`src/rtl/cli_char_feeder.sv`:
```
// rtl/cli_char_feeder.sv - character feeder: input FIFO, write strobe, cursor advance and newline expansion
module cli_char_feeder #(
   parameter int         DEPTH   = 8,
   parameter int         COLS    = 80,
   parameter logic [3:0] NL_CODE = 4'hF
) (
   input  logic                     clk,
   input  logic                     rst,
   input  logic [3:0]               in_char,
   input  logic                     in_valid,
   output logic                     in_ready,
   output logic [3:0]               new_char,
   output logic                     text_en,
   output logic                     btn_pressed,
   output logic                     busy,
   output logic [$clog2(DEPTH):0]   fifo_count,
   output logic [6:0]               col
);

   localparam int AW = $clog2(DEPTH);
   localparam int CW = AW + 1;
   localparam int NW = $clog2(COLS + 1);

   localparam logic [CW-1:0] FULL     = CW'(DEPTH);
   localparam logic [6:0]    COL_LAST = 7'(COLS - 1);
   localparam logic [6:0]    COLS_W   = 7'(COLS);

   localparam logic [1:0] IDLE  = 2'd0;
   localparam logic [1:0] WRITE = 2'd1;
   localparam logic [1:0] ADV   = 2'd2;
   localparam logic [1:0] NL    = 2'd3;

   logic [3:0]    mem [DEPTH];
   logic [AW-1:0] wr_ptr;
   logic [AW-1:0] rd_ptr;
   logic [1:0]    state;
   logic [1:0]    state_nxt;
   logic [NW-1:0] nl_left;
   logic [CW-1:0] count_nxt;
   logic [6:0]    col_inc;
   logic [3:0]    head;
   logic          push;
   logic          pop;

   assign head    = mem[rd_ptr];
   assign push    = in_valid & in_ready;
   assign pop     = (state == IDLE) && (fifo_count != '0);
   assign col_inc = (col == COL_LAST) ? 7'd0 : col + 7'd1;

   always_comb begin
      count_nxt = fifo_count + CW'(push) - CW'(pop);
   end

   always_comb begin
      state_nxt = state;
      case (state)
         IDLE:    if (pop) state_nxt = (head == NL_CODE) ? NL : WRITE;
         WRITE:   state_nxt = ADV;
         ADV:     state_nxt = IDLE;
         NL:      if (nl_left == NW'(1)) state_nxt = IDLE;
         default: state_nxt = IDLE;
      endcase
   end

   // Storage has no reset; only the pointers and count define its contents.
   always_ff @(posedge clk) begin
      if (push) mem[wr_ptr] <= in_char;
   end

   always_ff @(posedge clk or posedge rst) begin
      if (rst) begin
         state       <= IDLE;
         wr_ptr      <= '0;
         rd_ptr      <= '0;
         fifo_count  <= '0;
         in_ready    <= 1'b0;
         busy        <= 1'b0;
         new_char    <= 4'd0;
         text_en     <= 1'b0;
         btn_pressed <= 1'b0;
         col         <= 7'd0;
         nl_left     <= '0;
      end else begin
         state       <= state_nxt;
         fifo_count  <= count_nxt;
         in_ready    <= (count_nxt != FULL);
         busy        <= (state_nxt != IDLE) || (count_nxt != '0);
         text_en     <= (state == WRITE);
         btn_pressed <= (state == ADV) || (state == NL);
         if (push) wr_ptr <= wr_ptr + AW'(1);
         if (pop) begin
            rd_ptr <= rd_ptr + AW'(1);
            if (head != NL_CODE) new_char <= head;
            else                 nl_left  <= NW'(COLS_W - col);
         end
         if ((state == ADV) || (state == NL)) col <= col_inc;
         if (state == NL) nl_left <= nl_left - NW'(1);
      end
   end

endmodule

```
`config.mk`:
```
export PLATFORM = sky130hd
export DESIGN_NAME = cli_char_feeder
export DESIGN_NICKNAME = d
export VERILOG_FILES = /design/src/rtl/cli_char_feeder.sv
export SDC_FILE = /design/constraint.sdc
export NUM_CORES = 1
export LEC_CHECK = 0
export ABC_AREA = 0
export ABC_CLOCK_PERIOD_IN_PS = 2500
export CAP_MARGIN = 20
export CORE_ASPECT_RATIO = 1.2
export CORE_MARGIN = 10
export CORE_UTILIZATION = 52
export DETAILED_ROUTE_END_ITERATION = 8
export GPL_TIMING_DRIVEN = 0
export PLACE_DENSITY = 0.76
export SKIP_LAST_GASP = 1
export SYNTH_ARGS = -nofsm -noshare
export SYNTH_HDL_FRONTEND = slang
export SYNTH_SLANG_ARGS = --single-unit
export TNS_END_PERCENT = 100
```
`constraint.sdc`:
```
create_clock -name clk -period 2.5 [get_ports clk]
set_input_delay 0.5 -clock clk [delete_from_list [all_inputs] [get_ports clk]]
set_output_delay 0.5 -clock clk [all_outputs]
set_load 0.03 [all_outputs]
```
==> results.md <==
Yosys:
- The Yosys warning count is 0.
- The netlist uses 46 different library cells.
- The mean instance size in the synthesized netlist is 13.24 µm².
- The cell count after synthesis is 229.
- The number of nets handed over by synthesis was 247.
- The leading area contributor after synthesis is edfxtp_1.
- In this run, synthesis produced a sequential element count of 66.
- The fraction of the yosys area taken by sequential cells is 59.76%.
- After synthesis, the largest area contributor takes up between 30% and 40% of total cell area.
- The synthesized area is 3032 µm².
- Yosys attributes the largest share of cell area to edfxtp_1, dfrtp_1, mux4_1, ha_1, nand2_1.

Worst setup path:
- The startpoint of the most critical register-to-register path is rd_ptr[0].
- The beginning of the critical path is rd_ptr[0].
- The kind of critical path is flip-flop to flip-flop.
- The critical path data required time is 2.72 ns.
- The highest net fanout along the worst path is 6.
- Data arrives at the worst endpoint at 2.67 ns.
- The startpoint type of the worst setup path is a flip-flop.
- The worst setup path is captured at a flip-flop.

CTS:
- At the later pin of the worst-skew pair, clock insertion delay measures 0.33 ns.
- Buffers inserted during clock tree synthesis total 9.
- The number of H-tree branching levels is 3.
- The tree is rooted in a clkbuf_8.
- After clock tree synthesis, the clock-pin slew on the worst setup and hold paths is 0.07 ns.
- TritonCTS built the clock tree.
- The total clock sinks is 66.
- The longest clock path from root to sink contains 2 buffers.

Final layout:
- The most common cell after layout, fill and taps aside is dfrtp_1.
- In the layout the commonest cells are dfrtp_1, edfxtp_1, clkdlybuf4s50_1.
- The post-layout utilization of the core is about two thirds.
- In the final design database the tool counted 291 nets.
- After routing the design area is 3690 µm².
- From synthesis to final layout, the design area changed by 21.71%.
- The number of fill cells is 429.
- The layout cell share with drive strength beyond 1 is 16.19%.
- 0 antenna diodes ended up in the layout.

Min path:
- The worst hold path begins at new_char[0].
- In this run the worst hold path is classified as flip-flop to flip-flop.

Global route:
- Entering global routing, the biggest net connects 21 pins.
- The via count of the first global-routing pass was 1923.
- The wire length of the first global-routing pass is 9335 µm.
- The total congestion overflow is 0.
- The total track usage is 12.46%.
- The number of antenna violations at the first check in global routing is 0.

Die:
- In this run the standard cell core region covers roughly 5700 µm².
- The overall die height is 103.6 µm.
- During I/O placement, the number of pins put on the boundary was 26.
- The number of placement rows is 30.
- The initial utilization of the core area, before any placement, comes to 53.49%.
- The die covers 9297 µm².
- The die width is approximately 90 µm.

Routing:
- The total length of routed wires is 5674 µm.
- The initial detailed-routing violation count is 84.
- Dividing the detail-routed wire length by the instance count gives 15.85 µm.
- Before antenna repair, the detailed router went through 7 iterations.
- In this run the remaining antenna-violating nets after routing total 0.
- Dividing the detail-routed via count by the number of cells gives 5.391.
- The routed layout has 1930 vias.
- The post-route DRC violation count is 0.

Placement:
- At the end of routability-driven placement, the weighted congestion stood at 0.8272.
- Summed over all nets, the half-perimeter wirelength after detailed placement is 4058 µm.
- Input and output buffers added on the ports amount to 25.
- Once placement finished, the instance area stood at between 3000 and 4000 µm².

Timing:
- The achievable clock frequency is around 410 MHz.
- Clock skew on the completed layout was measured at 0.007913 ns.
- Of the available clock period, the critical path in the final layout requires 97.88%.
- In the final timing run, aggregate negative setup slack is 0 ns.
- The minimum period implied by the final worst setup slack is between 2 and 2.5 ns.
- The count of final hold-check violations is 0.
- The count of pins over their slew limit came to 0.
- Headroom to the max-slew limit came out at ~45%.
- For the pin with the worst max-slew slack, the measured transition is 0.8264 ns.
- Setup violations remaining at the end of the flow were counted as 0.

Power and ir drop:
- Power spread over the standard cell area amounts to 1333 nW/µm².
- Summed over all cells, the static leakage comes to 1.445 nW.
- IR analysis of the VDD net gives a maximum drop of 527.6 µV.

Job:
- Max-cap violations in this run came to 0.

Run status:
- The flow ran to the end, and the final reports show no timing, DRC or antenna violations.
-- metrics by stage --
step / total power [W] / hold WS, ns / instances / worst slack (ns)
detailed placement: 0.003878 / 0.5357 / 335 / -0.2455
global route: 0.005279 / 0.5751 / 358 / -0.005144
global placement: 0.003807 / 0.5414 / 334 / -0.1864
CTS: 0.004825 / 0.5562 / 352 / 0.008834
floorplan: 0.003241 / 0.5175 / 229 / 0.02995
finish: 0.004920 / 0.5522 / 358 / 0.05301
-- path summary, 6_finish.rpt --
kind | to | slack [ns] | depth (start not counted)
hold reg to reg | new_char[0] | 0.55 | 1
min in group asynchronous | nl_left[4] | 0.63 | 2
max in group asynchronous | fifo_count[2] | 1.31 | 2
setup reg to reg | nl_left[6] | 0.05 | 8
hold / removal | new_char[0] | 0.55 | 1
setup / recovery | nl_left[6] | 0.05 | 8
-- registers in the layout, indices dropped and copies added, names as in the netlist --
signal,flops
new_char,4
btn_pressed,1
nl_left,7
wr_ptr,3
rd_ptr,3
busy,1
mem,32
fifo_count,4
col,7
text_en,1
in_ready,1
state,2
-- Yosys cell counts (all sizes together) --
master	number
nand3	7
mux2i	4
a31oi	1
nor2b	3
o32ai	1
mux2	2
and4	1
or3	1
a211o	1
dfrtp	34
fa	1
a2bb2oi	4
or2	2
buf	5
nand2	21
xor2	6
o21a	1
a21oi	5
or3b	2
o32a	1
clkbuf	7
nor3b	2
a311o	1
and2	2
a21o	2
a22oi	2
or4	1
nor2	11
nor3	11
nor4	2
nand2b	2
xnor2	9
mux4	8
nand4	2
ha	10
inv	10
edfxtp	32
o41ai	1
o21ai	6
o22ai	1
a211oi	4
-- power breakdown --
part	switching (W)	total (W)	internal [W]
Clock	0.000403	0.000861	0.000458
Sequential	0.000262	0.00175	0.00149
Combinational	0.00122	0.00231	0.00108
Total	0.00189	0.00492	0.00303
-- cell type report --
| type | count | area (µm²) | share of cell area [%] |
|---|---|---|---|
| timing repair buffer | 33 | 330.3 | 8.952 |
| clock buffer | 9 | 123.9 | 3.357 |
| clock inverter | 7 | 70.07 | 1.899 |
| inverter | 10 | 37.54 | 1.017 |
| tap | 80 | 100.1 | 2.713 |
| sequential | 66 | 1813 | 49.14 |
| multi-input combinational | 141 | 1135 | 30.76 |
| buffer | 12 | 80.08 | 2.170 |
-- critical path, stage by stage, from the launching register on --
cell	delay [ns]
dfrtp_1	0.42
buf_4	0.17
mux4_1	0.36
mux2i_2	0.09
or4_1	0.48
buf_6	0.15
or2_1	0.24
buf_6	0.14
mux2_4	0.28
-- cell families after synthesis --
group	after synthesis	share of synthesized area [%]
buffers and inverters	22	3.426
adder cells (fa/ha/maj)	11	4.787
multiplexers	14	9.121
AO/OA/AOI/OAI	31	7.140
flip-flops	66	59.76
AND/OR/NAND/NOR	70	11.43
XOR/XNOR	15	4.334
-- repair_timing --
| item | 4_1_cts | 5_1_grt |
|---|---|---|
| buffers inserted | 1 | 5 |
| pin swaps | 1 | 5 |
| gates cloned | 0 | 1 |
| gates resized for setup | 5 | 13 |
| hold endpoints to repair | 0 | 0 |
| hold buffers | 0 | 0 |
| endpoints found under the setup margin | 5 | 4 |
-- routing by layer --
metal	GRT usage (%)	wire length, µm	part of all wire (%)
met1	13.33	2247	40
met2	21.53	3171	56
met3	4.332	186	3.3
met4	5.556	67	1.2
met5	0	0	0
No activity file was read; power rests on OpenSTA's default activity.
